--- config.mk ---
export PLATFORM = sky130hd
export DESIGN_NAME = toggle_gen_flat
export DESIGN_NICKNAME = d
export VERILOG_FILES = /design/src/rtl/toggle_gen_pkg.sv /design/src/rtl/toggle_gen_if.sv /design/src/rtl/toggle_gen_half_period_ctr.sv /design/src/rtl/toggle_gen.sv /design/src/flat_wrapper.sv
export SDC_FILE = /design/constraint.sdc
export NUM_CORES = 1
export LEC_CHECK = 0
export ABC_CLOCK_PERIOD_IN_PS = 4400
export CAP_MARGIN = 20
export CORE_UTILIZATION = 55
export DETAILED_ROUTE_END_ITERATION = 10
export PLACE_DENSITY = 0.78
export SYNTH_ARGS = -nofsm -noshare
export SYNTH_HDL_FRONTEND = slang
export SYNTH_SLANG_ARGS = --single-unit
--- constraint.sdc ---
create_clock -name clk -period 4.4 [get_ports clk]
set_input_delay 0.66 -clock clk [delete_from_list [all_inputs] [get_ports clk]]
set_output_delay 0.66 -clock clk [all_outputs]
set_load 0.02 [all_outputs]
--- src/rtl/toggle_gen_pkg.sv ---
// toggle_gen_pkg: state encoding and default widths shared by the square-wave generator
package toggle_gen_pkg;
  typedef enum logic [1:0] {IDLE = 2'd0, RUN = 2'd1, DONE = 2'd2} state_t;
  localparam int CNT_W_DEF = 16;
  localparam int BURST_W_DEF = 8;
endpackage

--- src/rtl/toggle_gen_if.sv ---
// toggle_gen_if: control/status bundle between a controller (master) and the generator (slave)
interface toggle_gen_if #(
  parameter int CNT_W = 16,
  parameter int BURST_W = 8
) ();
  logic start;
  logic stop;
  logic [CNT_W-1:0] half_period;
  logic [BURST_W-1:0] burst_len;
  logic a_out;
  logic busy;
  logic done;
  logic [BURST_W-1:0] periods;
  modport master (output start, stop, half_period, burst_len, input a_out, busy, done, periods);
  modport slave (input start, stop, half_period, burst_len, output a_out, busy, done, periods);
endinterface

--- src/rtl/toggle_gen_half_period_ctr.sv ---
// half_period_ctr: counts 0..h-1 while enabled and flags the last count of each half period
module half_period_ctr #(
  parameter int CNT_W = 16
) (
  input  logic             clk,
  input  logic             clear,
  input  logic             enable,
  input  logic [CNT_W-1:0] h,
  output logic             tc
);
  logic [CNT_W-1:0] cnt;
  assign tc = enable && cnt == h - 1'b1;
  always_ff @(posedge clk)
    if (clear) cnt <= '0;
    else if (enable) cnt <= tc ? '0 : cnt + 1'b1;
endmodule

--- src/rtl/toggle_gen.sv ---
// toggle_gen: clock-counted square-wave source with burst/continuous modes and start/stop control
module toggle_gen
  import toggle_gen_pkg::*;
#(
  parameter int CNT_W = CNT_W_DEF,
  parameter int BURST_W = BURST_W_DEF
) (
  input logic       clk,
  input logic       rst_n,
  toggle_gen_if.slave bus
);
  state_t state, state_d;
  logic [CNT_W-1:0] h_q;
  logic [BURST_W-1:0] n_q, periods, periods_inc;
  logic a_q, tc, run, start_ok, fall, last;
  assign run = state == RUN;
  assign start_ok = state == IDLE && bus.start && !bus.stop;
  assign periods_inc = periods + 1'b1;
  assign fall = tc && a_q;
  assign last = fall && n_q != '0 && periods_inc == n_q;
  half_period_ctr #(.CNT_W(CNT_W)) u_ctr (
    .clk   (clk),
    .clear (!rst_n || !run || bus.stop),
    .enable(run),
    .h     (h_q),
    .tc    (tc)
  );
  always_ff @(posedge clk) state <= !rst_n ? IDLE : state_d;
  // stop outranks completion; DONE and any stray encoding fall back to IDLE
  always_comb begin
    state_d = start_ok ? RUN : run ? (bus.stop ? IDLE : last ? DONE : RUN) : IDLE;
  end
  always_ff @(posedge clk) begin
    if (!rst_n) begin
      a_q <= 1'b0;
      periods <= '0;
      h_q <= '0;
      n_q <= '0;
    end else if (start_ok) begin
      a_q <= 1'b0;
      periods <= '0;
      h_q <= bus.half_period == '0 ? CNT_W'(1) : bus.half_period;
      n_q <= bus.burst_len;
    end else if (run) begin
      a_q <= !bus.stop && (tc ? !a_q : a_q);
      if (!bus.stop && fall) periods <= periods_inc;
    end
  end
  assign bus.a_out = a_q;
  assign bus.busy = run;
  assign bus.done = state == DONE;
  assign bus.periods = periods;
endmodule

--- src/flat_wrapper.sv ---
// flat-port wrapper written by rule: the top's interface ports become plain ports
module toggle_gen_flat import toggle_gen_pkg::*;
#(
  parameter int CNT_W = CNT_W_DEF,
  parameter int BURST_W = BURST_W_DEF
)
  (clk, rst_n, bus_start, bus_stop, bus_half_period, bus_burst_len, bus_a_out, bus_busy, bus_done, bus_periods);
  toggle_gen_if #(.CNT_W(CNT_W), .BURST_W(BURST_W)) bus_i ();
  input logic clk;
  input logic rst_n;
  input wire logic [$bits(bus_i.start)-1:0] bus_start;
  input wire logic [$bits(bus_i.stop)-1:0] bus_stop;
  input wire logic [$bits(bus_i.half_period)-1:0] bus_half_period;
  input wire logic [$bits(bus_i.burst_len)-1:0] bus_burst_len;
  output wire logic [$bits(bus_i.a_out)-1:0] bus_a_out;
  output wire logic [$bits(bus_i.busy)-1:0] bus_busy;
  output wire logic [$bits(bus_i.done)-1:0] bus_done;
  output wire logic [$bits(bus_i.periods)-1:0] bus_periods;
  assign bus_i.start = bus_start;
  assign bus_i.stop = bus_stop;
  assign bus_i.half_period = bus_half_period;
  assign bus_i.burst_len = bus_burst_len;
  assign bus_a_out = bus_i.a_out;
  assign bus_busy = bus_i.busy;
  assign bus_done = bus_i.done;
  assign bus_periods = bus_i.periods;
  toggle_gen #(.CNT_W(CNT_W), .BURST_W(BURST_W)) u_core (.clk(clk), .rst_n(rst_n), .bus(bus_i));
endmodule
==> impl_metrics.tcl, run 1 <==
set metrics [dict create \
    status "complete, no violations" \
    synth_edf_count 0 \
    die_area_um2 5520 \
    synthArstFlopShare 0 \
    worstSetupEndpointType "flip-flop" \
    cts_setup_buffers 0 \
    start_util 0.589 \
    worstPathCellList "or4_1 > or3_1 > o41ai_1 > o22ai_1 > nor4b_4 > ha_1 > nand2_1 > or3_1 > a21oi_1" \
    ys_warn_count 0 \
    skew_ps 12.4 \
    cp_top_family "simple AND/OR/NAND/NOR gates" \
    synth_cells 359 \
    clock_sinks 51 \
    maxSlewHeadroom 0.419 \
    hold_violations 0 \
    min_period_over_period 0.787 \
    ys_ff_latch 51 \
    critPathLaunchType "flip-flop" \
    worst_pin_slew_ps 863 \
    path_clk_slew_ps 90 \
    dr.pass1.iters 4 \
    via_per_inst 5.74 \
    peakVddDrop_v 0.000191 \
    cts_buffers 5 \
    htree_levels 2 \
    synth_flop_cell "dfxtp_1" \
    maxCapViolations 0 \
    crit_top_cell "or3_1" \
    cts_resized 0 \
    num_vias 2625 \
    yosysUniqueCellTypes 45 \
    ios 39 \
    cts_root_buf "clkbuf_8" \
    dpl.hpwl_mm 5.05 \
    fin_tns_setup_ps 0 \
    yosysMostFrequentCell "nand2_1" \
    syn_area_um2 2870 \
    wirelength_mm 6.60 \
    fp-row-count 25 \
    synth_area_leaders "dfxtp_1 (36%), nand2_1 (8.0%), xnor2_1 (7.3%)" \
    track_usage 0.258 \
    hp-class "flip-flop to flip-flop" \
    grt_start_max_net_pins 29 \
    syn_to_final_growth_pct 18.0 \
    ant_nets 0 \
    dp_cells 450 \
    worstPathMaxFanout 11 \
    clock_path_buffers 2 \
    post-route-drc-count 0 \
    gr-total-overflow 0 \
    core_area_um2 4880 \
    stdcell_count 457 \
    path_buf_inv 0 \
    synthTopCellsByCount "nand2_1 (61), dfxtp_1 (51), nor3_1 (26)" \
    numPortBuffers 38 \
    finalCriticalPeriod_ps 3460 \
    power.total_mw 0.953 \
    die_h_um 74.3 \
    pwr_density_cell_nw_per_um2 281 \
    cts_tree "done" \
    cp.arrival_ps 3700 \
    antenna_found_initial 0 \
    rsz0062_at_grt "false" \
    grt_pass1_vias 2360 \
    avgSynthCellArea_um2 8.01 \
    cpPeakStageDelay_ps 690 \
    avgRoutedWirePerCell_um 14.4 \
    critPathKind "flip-flop to flip-flop" \
    finalNetCount 422 \
    clock.fmax_ghz 0.289 \
    ys_seq_area_frac 0.355 \
    drive_above_1_share 0.0333 \
    drt-initial-drc-count 184 \
    synth_top_area_cell "dfxtp_1" \
    synth_top_area_frac 0.355 \
    cp_data_required_time_ps 4630 \
    gp_congestion 0.855 \
    total_leakage_power_nw 1.15 \
    grt_pass1_wl_mm 11.0 \
    holdBufCountCts 0 \
    synth_fp_nets 391 \
    die_w_um 74.3 \
    setup_viol 0 \
    antenna_cells 0 \
    critPathSlowestCell "or4_1" \
    drv_slew 0 \
    clock_latency_ps 310 \
]
## logic make-up after synthesis
kind of cell / share of synthesized area
and+or+nand+nor: 0.299
buffers and inverters: 0.0374
AOI/OAI and AO/OA: 0.151
DFF: 0.355
xor gates and xnor gates: 0.140
adders and majority gates: 0.0174
## area by class of cell
cell class / count / area, µm²
clock buffer: 6 / 72.6
clock inverter: 1 / 30.0
fill: 421 / 1490
inverter: 10 / 37.5
multi-input combinational: 282 / 1750
sequential: 51 / 1020
tap: 67 / 83.8
timing repair buffer: 40 / 395
## worst min-delay path, delay by kind of cell (launching register included)
kind / cells / cell delay [ps]
AOI/OAI and AO/OA: 1 / 60
and+or+nand+nor: 1 / 50
DFF: 1 / 330
## per-layer routing
metal,up-vias,share of wire,GRT usage
met3,5,0.046,0.0447
li1,1336,-,-
met4,0,0.0082,0.0629
met1,1227,0.50,0.362
met2,57,0.45,0.412
met5,-,0,0
## cells in the final DEF (no fill, tap or decap), types with 3 or more instances in the layout
cell,n
nand3_1,15
ha_1,4
xnor2_1,24
a211oi_1,4
nand2_1,61
xor2_1,22
clkdlybuf4s50_1,38
nor2_1,17
o2111ai_1,3
o21ai_0,8
inv_1,10
clkbuf_8,5
dfxtp_1,51
a21boi_0,24
nor2b_1,3
nor4_1,14
nor3_1,26
or3_1,8
nand4_1,6
nand2b_1,4
a21oi_1,8
## metrics by stage
step | util | cell area (µm²) | setup WS [ps] | hold WS (ps)
6_report | 0.695 | 3390 | 938 | 493
5_1_grt | 0.695 | 3390 | 725 | 526
4_1_cts | 0.695 | 3390 | 963 | 494
3_5_place_dp | 0.674 | 3290 | 996 | 481
3_3_place_gp | 0.674 | 3290 | 1090 | 475
2_1_floorplan | - | 2870 | 1070 | 455
## where the power goes
part,switching [mW],total (mW),internal [mW]
clock network,0.154,0.321,0.167
logic,0.0733,0.144,0.0703
registers,0.0156,0.488,0.473
total,0.243,0.953,0.710
## worst paths after layout
path,start,endpoint,slack [ps],cells after the start
worst max-delay path,u_core.h_q[3]$_SDFFE_PN0P_,u_core.bus.periods[4]$_SDFFE_PP0P_,940,9
worst min-delay path,u_core.n_q[2]$_SDFFE_PN0P_,u_core.n_q[2]$_SDFFE_PN0P_,490,2
worst max register to register,u_core.h_q[3]$_SDFFE_PN0P_,u_core.bus.periods[4]$_SDFFE_PP0P_,940,9
worst min register to register,u_core.n_q[2]$_SDFFE_PN0P_,u_core.n_q[2]$_SDFFE_PN0P_,490,2
## flip-flops by register name, summed over array words and instances, names as in the netlist
signal / flops
u_core.bus.a_out: 1
u_core.state: 2
u_core.h_q: 16
u_core.n_q: 8
u_core.bus.periods: 8
u_core.u_ctr.cnt: 16
Note: power is estimated with default switching activity, not from simulation.
==> run 2: changes to the inputs <==
--- a/config.mk
+++ b/config.mk
@@ -5,7 +5,7 @@
 export SDC_FILE = /design/constraint.sdc
 export NUM_CORES = 1
 export LEC_CHECK = 0
-export ABC_CLOCK_PERIOD_IN_PS = 4400
+export ABC_CLOCK_PERIOD_IN_PS = 3500
 export CAP_MARGIN = 20
 export CORE_UTILIZATION = 55
 export DETAILED_ROUTE_END_ITERATION = 10
==> constraint.sdc (replaced) <==
create_clock -name clk -period 3.5 [get_ports clk]
set_input_delay 0.525 -clock clk [delete_from_list [all_inputs] [get_ports clk]]
set_output_delay 0.525 -clock clk [all_outputs]
set_load 0.02 [all_outputs]
==> impl_metrics.tcl, run 2 (synthesized netlist as in run 1, its figures left out) <==
set metrics [dict create \
    syn_to_final_growth_pct 18.6 \
    cts_tree "done" \
    fin_ws_ps 266 \
    critPathKind "flip-flop to flip-flop" \
    cts_resized 0 \
    stdcell_count 460 \
    drv_slew 0 \
    hold_path_depth 2 \
    pwr_density_cell_nw_per_um2 334 \
    layout_commonest_cell "nand2_1" \
    die_area_um2 5520 \
    clock_path_buffers 2 \
    clock.fmax_ghz 0.309 \
    grt_pass1_wl_mm 11.2 \
    die_w_um 74.3 \
    cp.arrival_ps 3440 \
    worstSetupEndpointType "flip-flop" \
    p_clk_frac 0.296 \
    p_comb_frac 0.164 \
    p_seq_frac 0.540 \
    placed_area_um2 3300 \
    maxSlewHeadroom 0.427 \
    hp-class "flip-flop to flip-flop" \
    p_sw_frac 0.275 \
    switching_power_mw 0.312 \
    final_area_um2 3410 \
    total_leakage_power_nw 1.15 \
    r2r_cells 12 \
    num_vias 2675 \
    finalCriticalPeriod_ps 3230 \
    antenna_cells 0 \
    finalNetCount 424 \
    fp-row-count 25 \
    antenna_found_initial 0 \
    dp_cells 452 \
    min_to "u_core.n_q[7]$_SDFFE_PN0P_" \
    cts_setup_buffers 0 \
    drive_above_1_share 0.0534 \
    avgRoutedWirePerCell_um 14.8 \
    n_fill_cell 442 \
    die_h_um 74.3 \
    hp-start "u_core.n_q[7]$_SDFFE_PN0P_" \
    multi_input_area_um2 1770 \
    clock_latency_ps 310 \
    gp_congestion 0.912 \
    r2r-end "u_core.state[0]$_SDFF_PN0_" \
    status "complete, no violations" \
    core_area_um2 4880 \
    worstPathMaxFanout 7 \
    htree_levels 2 \
    ant_nets 0 \
    gr-total-overflow 0 \
    place_ws_ps 80.9 \
    cts_root_buf "clkbuf_8" \
    worst_pin_slew_ps 853 \
    fin_tns_setup_ps 0 \
    path_clk_slew_ps 90 \
    wirelength_mm 6.79 \
    start_util 0.589 \
    regArea_um2 1020 \
    post-route-drc-count 0 \
    regToRegSetupSlack_ps 270 \
    cp_data_required_time_ps 3710 \
    mostFrequentLayoutCells "nand2_1 (60), dfxtp_1 (51), clkdlybuf4s50_1 (38)" \
    via_per_inst 5.82 \
    maxCapViolations 0 \
    clock_sinks 51 \
    numPortBuffers 38 \
    drt-initial-drc-count 225 \
    peakVddDrop_v 0.000238 \
    critPathLaunchType "flip-flop" \
    p_int_mw 0.825 \
    min_period_over_period 0.924 \
    reg.largest.list "u_core.h_q x16, u_core.u_ctr.cnt x16" \
    cts_buffers 5 \
    timing.hold.ws_ps 506 \
    setup_viol 0 \
    track_usage 0.266 \
    skew_ps 8.49 \
    r2r_start "u_core.h_q[0]$_SDFFE_PN0P_" \
    dpl.hpwl_mm 5.02 \
    dr.pass1.iters 4 \
    holdBufCountCts 0 \
    hold_violations 0 \
    ios 39 \
    grt_start_max_net_pins 29 \
    grt_pass1_vias 2454 \
    rsz0062_at_grt "false" \
]
==> run 2: worst max path at each step <==
stage / slack, ps / depth (start not counted) / end / start
floorplan: 170 / 12 / u_core.bus.periods[4]$_SDFFE_PP0P_ / u_core.h_q[0]$_SDFFE_PN0P_
global placement: 250 / 11 / u_core.bus.periods[4]$_SDFFE_PP0P_ / u_core.h_q[0]$_SDFFE_PN0P_
detailed placement: 80 / 12 / u_core.bus.periods[6]$_SDFFE_PP0P_ / u_core.h_q[0]$_SDFFE_PN0P_
CTS: 70 / 12 / u_core.bus.periods[6]$_SDFFE_PP0P_ / u_core.h_q[0]$_SDFFE_PN0P_
global route: 60 / 12 / u_core.state[0]$_SDFF_PN0_ / u_core.h_q[0]$_SDFFE_PN0P_
finish: 270 / 12 / u_core.state[0]$_SDFF_PN0_ / u_core.h_q[0]$_SDFFE_PN0P_
==> run 2: final cells by class <==
class | count | area share
Inverter | 10 | 0.0110
Tap cell | 67 | 0.0246
Clock buffer | 6 | 0.0213
Clock inverter | 2 | 0.00367
Sequential cell | 51 | 0.299
Timing Repair Buffer | 42 | 0.120
Multi-Input combinational cell | 282 | 0.520
==> run 2: per-layer routing <==
| metal | GRT usage | share of wire |
|---|---|---|
| met1 | 0.370 | 0.48 |
| met4 | 0.0566 | 0.0069 |
| met3 | 0.0474 | 0.049 |
| met2 | 0.431 | 0.46 |
| met5 | 0 | 0 |
==> run 2: critical path, stage by stage, from the launching register on <==
cell and delay, ps:
dfxtp_1 360, inv_1 70, ha_2 240, or3b_2 510, or3_1 340, o41ai_2 270
o22ai_1 160, nor4b_4 260, ha_2 280, nand4_1 100, nor4_1 210, o21ai_1 140
a22o_1 190
==> run 2: per-stage QoR <==
step | util | total power [mW]
2_1_floorplan | - | 0.743
3_3_place_gp | 0.677 | 0.807
3_5_place_dp | 0.677 | 0.809
4_1_cts | 0.695 | 1.14
5_1_grt | 0.699 | 1.19
6_report | 0.699 | 1.14
==> run 2: power by group through the flow <==
stage	logic (mW)	clock network (mW)	registers [mW]
6_report	0.187	0.337	0.614
5_1_grt	0.204	0.364	0.618
4_1_cts	0.183	0.343	0.614
3_5_place_dp	0.181	0	0.628
3_3_place_gp	0.181	0	0.627
2_1_floorplan	0.124	0	0.619
